## src/rtl/hid_pkg.sv

```systemverilog
// Shared command codes, packet lengths and state encodings for the HID host initiator.
package hid_pkg;
  localparam logic [7:0] CMD_STATUS = 8'h00;
  localparam logic [7:0] CMD_KBD    = 8'h01;
  localparam logic [7:0] CMD_MOUSE  = 8'h02;
  localparam logic [7:0] CMD_JOY    = 8'h03;
  localparam logic [7:0] CMD_DB9    = 8'h04;
  localparam int MAX_BYTES = 6;

  typedef logic [MAX_BYTES-1:0][7:0] pkt_t;  // byte 0 is the command byte

  typedef enum logic [1:0] {H_INIT_STAT, H_INIT_ARM, H_IDLE} host_state_t;
  typedef enum logic [1:0] {TX_IDLE, TX_SEND, TX_GAP, TX_SAMPLE} tx_state_t;

  function automatic logic [2:0] pkt_len(input logic [7:0] cmd);
    case (cmd)
      CMD_STATUS: pkt_len = 3'd3;
      CMD_KBD:    pkt_len = 3'd2;
      CMD_MOUSE:  pkt_len = 3'd4;
      CMD_JOY:    pkt_len = 3'd6;
      CMD_DB9:    pkt_len = 3'd2;
      default:    pkt_len = 3'd1;
    endcase
  endfunction
endpackage

```

## src/rtl/hid_pkt_tx.sv

```systemverilog
// Packet serializer: strobes up to six bytes STROBE_GAP cycles apart, then optionally
// flags the reply sample cycle STROBE_GAP cycles after the last strobe.
module hid_pkt_tx import hid_pkg::*; #(
  parameter int STROBE_GAP = 4
) (
  input  logic       clk,
  input  logic       rst,
  input  logic       go,
  input  pkt_t       pkt,
  input  logic [2:0] len,
  input  logic       rd,
  output logic       strobe,
  output logic       start,
  output logic [7:0] dout,
  output logic       last,
  output logic       sample,
  output logic       idle,
  output logic [7:0] cmd
);
  localparam logic [7:0] GAP_LOAD = 8'(STROBE_GAP - 1);

  tx_state_t  state, state_nx;
  pkt_t       pkt_q;
  logic [2:0] len_q, idx, idx_nx;
  logic [7:0] cnt, cnt_nx;
  logic       rd_q, at_last;

  assign at_last = (idx == len_q - 3'd1);

  always_ff @(posedge clk or posedge rst) begin
    if (rst) begin
      state <= TX_IDLE;
      pkt_q <= '0;
      len_q <= '0;
      rd_q  <= 1'b0;
      idx   <= '0;
      cnt   <= '0;
    end else begin
      state <= state_nx;
      idx   <= idx_nx;
      cnt   <= cnt_nx;
      if (state == TX_IDLE && go) begin
        pkt_q <= pkt;
        len_q <= len;
        rd_q  <= rd;
      end
    end
  end

  always_comb begin
    state_nx = state;
    idx_nx   = idx;
    cnt_nx   = cnt;
    case (state)
      TX_IDLE: if (go) begin
        state_nx = TX_SEND;
        idx_nx   = '0;
      end
      TX_SEND: begin
        state_nx = TX_GAP;
        cnt_nx   = GAP_LOAD;
      end
      // The cycle after cnt reaches 1 is exactly STROBE_GAP after the strobe.
      TX_GAP: begin
        if (cnt > 8'd1) cnt_nx = cnt - 8'd1;
        else if (!at_last) begin
          state_nx = TX_SEND;
          idx_nx   = idx + 3'd1;
        end else state_nx = rd_q ? TX_SAMPLE : TX_IDLE;
      end
      TX_SAMPLE: state_nx = TX_IDLE;
      default:   state_nx = TX_IDLE;
    endcase
  end

  assign strobe = (state == TX_SEND);
  assign start  = strobe && (idx == 3'd0);
  assign dout   = strobe ? pkt_q[idx] : 8'h00;
  assign last   = strobe && at_last;
  assign sample = (state == TX_SAMPLE);
  assign idle   = (state == TX_IDLE);
  assign cmd    = pkt_q[0];
endmodule

```

## src/rtl/hid_host.sv

```systemverilog
// HID byte-protocol initiator: init sequence, one-entry source holding regs,
// fixed-priority arbitration, irq service and reply capture.
module hid_host import hid_pkg::*; #(
  parameter int STROBE_GAP = 4
) (
  input  logic       clk,
  input  logic       reset,
  output logic       hid_strobe,
  output logic       hid_start,
  output logic [7:0] hid_dout,
  input  logic [7:0] hid_din,
  input  logic       hid_irq,
  output logic       hid_iack,
  input  logic       kbd_valid,
  output logic       kbd_ready,
  input  logic [7:0] kbd_code,
  input  logic       mouse_valid,
  output logic       mouse_ready,
  input  logic [1:0] mouse_btns,
  input  logic [7:0] mouse_x,
  input  logic [7:0] mouse_y,
  input  logic       joy_valid,
  output logic       joy_ready,
  input  logic       joy_dev,
  input  logic [7:0] joy_dig,
  input  logic [7:0] joy_ax,
  input  logic [7:0] joy_ay,
  input  logic [7:0] joy_btn,
  output logic [5:0] db9_state,
  output logic       db9_valid,
  output logic       status_ok,
  output logic       busy
);
  host_state_t state, state_nx;
  logic       kbd_full, mouse_full, joy_full, alive;
  logic [7:0] kbd_q, mx_q, my_q, jdig_q, jax_q, jay_q, jbtn_q;
  logic [1:0] btns_q;
  logic       jdev_q, irq_prev, irq_pend, irq_rise;
  logic       go, rd, tx_last, tx_sample, tx_idle;
  logic [2:0] len;
  logic [7:0] tx_cmd;
  pkt_t       pkt;

  assign irq_rise = hid_irq & ~irq_prev;

  always_ff @(posedge clk or posedge reset) begin
    if (reset) begin
      state <= H_INIT_STAT;
      alive <= 1'b0;
      irq_prev <= 1'b0;
      irq_pend <= 1'b0;
      kbd_full <= 1'b0; mouse_full <= 1'b0; joy_full <= 1'b0;
      kbd_q <= '0; btns_q <= '0; mx_q <= '0; my_q <= '0;
      jdev_q <= 1'b0; jdig_q <= '0; jax_q <= '0; jay_q <= '0; jbtn_q <= '0;
      db9_state <= '0;
      db9_valid <= 1'b0;
      status_ok <= 1'b0;
    end else begin
      state <= state_nx;
      alive <= 1'b1;
      irq_prev <= hid_irq;
      // A new edge in the iack cycle re-arms the request rather than being lost.
      irq_pend <= irq_rise | (irq_pend & ~hid_iack);
      if (kbd_valid && kbd_ready) begin
        kbd_full <= 1'b1;
        kbd_q    <= kbd_code;
      end else if (tx_last && tx_cmd == CMD_KBD) kbd_full <= 1'b0;
      if (mouse_valid && mouse_ready) begin
        mouse_full <= 1'b1;
        btns_q <= mouse_btns; mx_q <= mouse_x; my_q <= mouse_y;
      end else if (tx_last && tx_cmd == CMD_MOUSE) mouse_full <= 1'b0;
      if (joy_valid && joy_ready) begin
        joy_full <= 1'b1;
        jdev_q <= joy_dev; jdig_q <= joy_dig; jax_q <= joy_ax; jay_q <= joy_ay; jbtn_q <= joy_btn;
      end else if (tx_last && tx_cmd == CMD_JOY) joy_full <= 1'b0;
      db9_valid <= 1'b0;
      if (tx_sample) begin
        if (state == H_INIT_STAT) status_ok <= (hid_din == 8'h01);
        else begin
          db9_state <= hid_din[5:0];
          db9_valid <= 1'b1;
        end
      end
    end
  end

  always_comb begin
    state_nx = state;
    go       = 1'b0;
    hid_iack = 1'b0;
    pkt      = '0;
    case (state)
      H_INIT_STAT: begin
        pkt[0] = CMD_STATUS;
        go     = tx_idle;
        if (tx_sample) state_nx = H_INIT_ARM;
      end
      H_INIT_ARM: begin
        pkt[0] = CMD_DB9;
        go     = tx_idle;
        if (tx_sample) state_nx = H_IDLE;
      end
      H_IDLE: if (tx_idle) begin
        if (irq_pend) begin
          pkt[0] = CMD_DB9;
          go = 1'b1;
          hid_iack = 1'b1;
        end else if (kbd_full) begin
          pkt[0] = CMD_KBD; pkt[1] = kbd_q;
          go = 1'b1;
        end else if (mouse_full) begin
          pkt[0] = CMD_MOUSE; pkt[1] = {6'b0, btns_q}; pkt[2] = mx_q; pkt[3] = my_q;
          go = 1'b1;
        end else if (joy_full) begin
          pkt[0] = CMD_JOY; pkt[1] = {7'b0, jdev_q}; pkt[2] = jdig_q;
          pkt[3] = jax_q; pkt[4] = jay_q; pkt[5] = jbtn_q;
          go = 1'b1;
        end
      end
      default: state_nx = H_INIT_STAT;
    endcase
  end

  assign len = pkt_len(pkt[0]);
  assign rd  = (pkt[0] == CMD_STATUS) || (pkt[0] == CMD_DB9);

  hid_pkt_tx #(.STROBE_GAP(STROBE_GAP)) u_tx (
    .clk(clk), .rst(reset), .go(go), .pkt(pkt), .len(len), .rd(rd),
    .strobe(hid_strobe), .start(hid_start), .dout(hid_dout), .last(tx_last),
    .sample(tx_sample), .idle(tx_idle), .cmd(tx_cmd)
  );

  assign busy        = ~tx_idle;
  assign kbd_ready   = alive & ~kbd_full;
  assign mouse_ready = alive & ~mouse_full;
  assign joy_ready   = alive & ~joy_full;
endmodule
```

## config.mk

```make
export PLATFORM = sky130hd
export DESIGN_NAME = hid_host
export DESIGN_NICKNAME = d
export VERILOG_FILES = /design/src/rtl/hid_pkg.sv /design/src/rtl/hid_pkt_tx.sv /design/src/rtl/hid_host.sv
export SDC_FILE = /design/constraint.sdc
export NUM_CORES = 1
export LEC_CHECK = 0
export CAP_MARGIN = 20
export CORE_MARGIN = 4
export CORE_UTILIZATION = 30
export CTS_BUF_LIST = sky130_fd_sc_hd__clkbuf_8 sky130_fd_sc_hd__clkbuf_16
export DETAILED_ROUTE_END_ITERATION = 10
export PLACE_DENSITY = 0.61
export SETUP_SLACK_MARGIN = 0.5
export SLEW_MARGIN = 5
export SYNTH_ARGS = -nofsm -noshare
export SYNTH_HDL_FRONTEND = slang
export SYNTH_SLANG_ARGS = --single-unit
```

## constraint.sdc

```tcl
create_clock -name clk -period 5.65 [get_ports clk]
set_input_delay 0.8475 -clock clk [delete_from_list [all_inputs] [get_ports clk]]
set_output_delay 0.8475 -clock clk [all_outputs]
set_load 0.01 [all_outputs]
```

Word-level counts from Yosys, hierarchy flattened

Index checks and enable logic that the tools add are counted.

Eq/ne operators: 20
$add $sub $neg: 3
Muxes and demuxes: 50
Bitwise gates (word level): 14
Reductions and logical operators: 27
Order comparisons: 2

Operators with widths:

| kind                                                                            | number |
|---|---|
| 48-bit two-way mux                                                              | 7 |
| 40-bit two-way mux                                                              | 2 |
| 32-bit two-way mux                                                              | 2 |
| 8-bit by 2-bit == test with 1-bit output, second input constant                 | 4 |
| 16-bit two-way mux                                                              | 2 |
| 8-bit two-way mux                                                               | 4 |
| 8-bit one-hot mux with 2 select lines                                           | 2 |
| 8-bit binary-select mux with 3-bit select                                       | 1 |
| 8-bit by 1-bit == test with 1-bit output, second input constant                 | 3 |
| 1-bit two-way mux                                                               | 16 |
| 2-bit two-way mux                                                               | 6 |
| 3-bit one-hot mux with 4 select lines                                           | 1 |
| 2-bit nonzero test                                                              | 5 |
| 1-bit logical AND                                                               | 9 |
| 3-bit two-way mux                                                               | 3 |
| 8-bit by 3-bit == test with 1-bit output, second input constant                 | 1 |
| 8-bit by 1-bit greater-than comparator with 1-bit output, second input constant | 1 |
| 8-bit logical NOT                                                               | 1 |
| 2-bit != test, second input constant                                            | 4 |
| 1-bit NOT                                                                       | 8 |
| 2-bit one-hot mux with 4 select lines                                           | 1 |
| 2-bit AND reduction                                                             | 4 |
| 8-bit by 1-bit subtractor with 8-bit output, second input constant              | 1 |
| 2-bit == test, second input constant                                            | 3 |
| other kinds (17)                                                                | 25 |

Word-level logic and storage cells: 146
Bits of input ports: 73
Bits in registers: 140

Depth between registers and ports, before layout

Depth in word-level cells: 14
Depth in mapped cells: 8
Gate-level depth less buffers: 6

Cells and area by module

A second synthesis with hierarchy kept.

Cell total of the unflattened synthesis: 633
Area total of the unflattened synthesis: 6642.6 µm²

By module, submodules not included:

| module     | times used | cells each | area an instance (µm²) | seq. area each (µm²) |
|---|---|---|---|---|
| hid_host   | 1          | 286        | 3489.6                 | 1876.8 |
| hid_pkt_tx | 1          | 347        | 3153.0                 | 1626.6 |

Worst setup path after synthesis

Ideal clock, no wire load.

Kind: register -> output
Start point: reg u_tx.state[1]
End point: out hid_dout[0]
Arrival: 1.553 ns
Buffers on the path: 3
Stages on the path, launching flop included: 8
Path slack: 3.249 ns
Cell sequence: dfrtp_1 > buf_2 > nand2b_1 > clkbuf_1 > inv_1 > nand2b_1 > clkbuf_1 > o22ai_1

Word-level cells in the longest chain between the ends: 2

Ends and longest elaborated chain:

| item                                     | line             | RTL |
|---|---|---|
| start, declared                          | hid_pkt_tx.sv:22 | `tx_state_t state, state_nx;` |
| start signal, assigned                   | hid_pkt_tx.sv:39 | `state <= state_nx;` |
| 2-bit by 1-bit == test with 1-bit output | hid_pkt_tx.sv:76 | `assign strobe = (state == TX_SEND);` |
| via hid_strobe                           | hid_host.sv:8    | `output logic hid_strobe,` |
| 8-bit two-way mux                        | hid_pkt_tx.sv:78 | `assign dout = strobe ? pkt_q[idx] : 8'h00;` |
| end, declared                            | hid_host.sv:10   | `output logic [7:0] hid_dout,` |

The timed path passes the listed nets, and every way through them passes these cells.

Worst setup path in the final report

Start point: reg u_tx.state[1]
End point: out hid_dout[0]

Word-level cells in the longest chain between the ends: 2

Ends and longest elaborated chain:

| item                                     | line |
|---|---|
| 2-bit by 1-bit == test with 1-bit output | hid_pkt_tx.sv:76 |
| 8-bit two-way mux                        | hid_pkt_tx.sv:78 |

No other way between the ends.

==> results.txt <==
Power Density: 438 mW/mm²
Design area: 0.00792 mm²
Post-Route WL: 14.6 mm
Die extent in y: 150 µm
Root Driver: clkbuf_16
Seq pwr share: 36.5%
Core area: 0.0196 mm²
Global route overflow: 0
Vias: 4223
Switching part of the total: 30.3%
Post-CTS setup buffers: 0
Final setup vio count: 0
Ant diodes: 0
Mapped Nets: 580
Leakage: 3.59 nW
Sequential area share after synthesis: 56.1%
Worst hold path type: register to register
Reg2reg end: u_tx.pkt_q[38]$_DFFE_PP0P_
Clk buf depth: 2
Post-placement cell area: 0.00720 mm²
Avg Inst Size Synth: 12.1 µm²
Post-synth top cells: 135 x dfrtp_1, 65 x mux2_2, 54 x nor2_1
RSZ-0062 raised after global routing: false
Final nets: 672
Die area: 0.0224 mm²
DRC viols: 0
Drt pass-1 iters: 7
Hold Path Sink: irq_pend$_DFF_PP0_
Area Growth Syn to Fin: 31.7%
Setup_tns: 0 ps
CP Launch Type: register
First-pass GRT wire length: 23.4 mm
Die width: 150 µm
Top-area cell type share of the netlist area: 56.1%
Final min period: 3610 ps
Pint: 2.42 mW
Reg2Reg Depth: 6
1st-iter DRT viols: 238
CTS sink count: 135
WP data required: 4800 ps
Port Buffers: 95
Crit path capture type: primary output
Flop2flop setup slack: 2750 ps
Ports: 96
Yosys cell types: 49
H-tree depth: 4
Pre-CTS setup slack: 2500 ps
Proportion of layout cells with a drive suffix above 1: 18.6%
Mapped Cells: 498
DP Wirelength: 10.5 mm
Cts bufs inserted: 17
Setup Skew: 24.9 ps
Crit Path Class: register to primary output
GR Util All Layers: 13.4%
P_sw: 1.05 mW
Slew headroom: 38.7%
Cell Area, Synth: 0.00602 mm²
Ys async rst share: 100%
RR Startpoint: state[0]$_DFFE_PP0P_
Worst Path Max Fanout: 12
Leading area contributor after synthesis: dfrtp_1
Post-CTS Hold Fix Bufs: 0
Syn. warnings: 0
Synth area leaders: dfrtp_1 56%, mux2_2 12%, nor2_1 3.4%
Tcrit/Tclk final: 63.9%
Post-CTS sizing: 0
Most frequent cell after synthesis: dfrtp_1
Logic pwr share: 25.6%
Slack of the critical path: 2040 ps
Hold depth: 1
Pin count of the biggest net entering global routing: 71
FP Rows: 51
Antenna-violating nets left: 0
Initial antenna violation count: 0
VDD IR max: 0.241 mV
Starting density of the core: 30.7%
Status: complete, no violations
Worst Max-Slew Pin Slew: 917 ps
Critical hold path startpoint: irq_prev$_DFF_PP0_
Gpl congestion: 0.779
Vias in the first global route: 4450
#FFs+latches synth: 135
Top FF cell, synth: dfrtp_1
Via-per-instance ratio: 4.87
Clk slew on worst S/H paths: 60 ps
Clock Latency Late Sink: 430 ps
Max Freq: 277 MHz
TritonCTS clock tree: built
Clk pwr share: 37.9%
Endpoints failing hold: 0
Post-synth EDFFs: 0
Max_cap viols: 0
Pins Over Slew Limit: 0
Routed len/inst: 16.8 µm
Crit path arrival time: 2760 ps
state kept, by name (all words and copies together), names as in the netlist, 2 cells and up:
name	flops
u_tx.pkt_q	40
jax_q	8
jay_q	8
jbtn_q	8
jdig_q	8
kbd_q	8
mx_q	8
my_q	8
u_tx.cnt	8
db9_state	6
u_tx.cmd	3
u_tx.idx	3
u_tx.len_q	3
btns_q	2
state	2
u_tx.state	2
cell families after synthesis:
logic type	Yosys count	share of synthesized area (%)
other	1	0.0623
XOR/XNOR	5	0.956
adder cells (fa/ha/maj)	9	1.87
AO/OA/AOI/OAI	92	11.5
multiplexers	84	15.9
AND/OR/NAND/NOR	128	10.1
buffers and inverters	44	3.41
flip-flops	135	56.1
per-layer routing:
metal / GRT usage [%] / vias up / part of all wire, %
met5: 0 / - / 0
met2: 22.1 / 128 / 50
li1: - / 1984 / -
met3: 3.73 / 12 / 5.4
met1: 17.1 / 2099 / 43
met4: 4.26 / 0 / 1.1
cell usage in the layout, fill, tap and decap left out, types with 4 or more instances in the layout:
cell and count:
inv_1 16, o31ai_1 4, o21ai_0 14, a221oi_1 16, mux2_2 65, nor2b_1 5, a21oi_1 9, o22ai_1 8
dfrtp_1 135, mux2i_1 16, buf_4 5, nand3_1 6, nor2_1 54, ha_1 9, nand2_1 33, nor3_1 4
clkdlybuf4s50_1 95, bufinv_16 7, clkbuf_16 17, nand2b_1 6, a22o_1 23
critical path: stages, from the launching register on:
cell             delay (ps)
dfrtp_1                 510
nand2b_1                380
inv_1                   240
nand3_1                 280
o22ai_1                 310
clkdlybuf4s50_1         600
final cells by class:
| type | count | area (µm²) |
|---|---|---|
| fill | 1843 | 11700 |
| sequential | 135 | 3380 |
| multi-input combinational | 319 | 2450 |
| timing repair buffer | 100 | 988 |
| clock buffer | 20 | 467 |
| tap | 265 | 332 |
| clock inverter | 12 | 245 |
| inverter | 17 | 66.3 |
how the worst max path moves through the flow:
| stage | depth (start not counted) | endpoint | slack, ps | startpoint |
|---|---|---|---|---|
| 2_1_floorplan | 1 | alive$_DFF_PP0_ | 1190 | reset |
| 3_3_place_gp | 5 | hid_dout[0] | 2590 | u_tx.state[1]$_DFFE_PP0P_ |
| 4_1_cts | 5 | hid_dout[0] | 2040 | u_tx.state[1]$_DFFE_PP0P_ |
| 6_report | 5 | hid_dout[0] | 2040 | u_tx.state[1]$_DFFE_PP0P_ |
| 3_5_place_dp | 5 | hid_dout[0] | 2500 | u_tx.state[1]$_DFFE_PP0P_ |
| 5_1_grt | 5 | hid_dout[0] | 1830 | u_tx.state[1]$_DFFE_PP0P_ |
per-stage QoR:
stage	std cells	hold WS (ps)	util [%]	total power, mW
floorplan	498	400	-	1.86
global placement	835	417	36.8	2.14
detailed placement	835	430	36.8	2.18
CTS	867	437	40.4	3.51
global route	868	448	40.4	3.67
finish	868	429	40.4	3.47
power groups by stage:
| stage | logic [mW] | clock network (mW) | registers (mW) |
|---|---|---|---|
| 2_1_floorplan | 0.645 | 0 | 1.21 |
| 3_3_place_gp | 0.867 | 0 | 1.27 |
| 3_5_place_dp | 0.894 | 0 | 1.28 |
| 4_1_cts | 0.898 | 1.34 | 1.27 |
| 5_1_grt | 0.996 | 1.39 | 1.29 |
| 6_report | 0.888 | 1.32 | 1.27 |
Note: power is estimated with default switching activity, not from simulation.
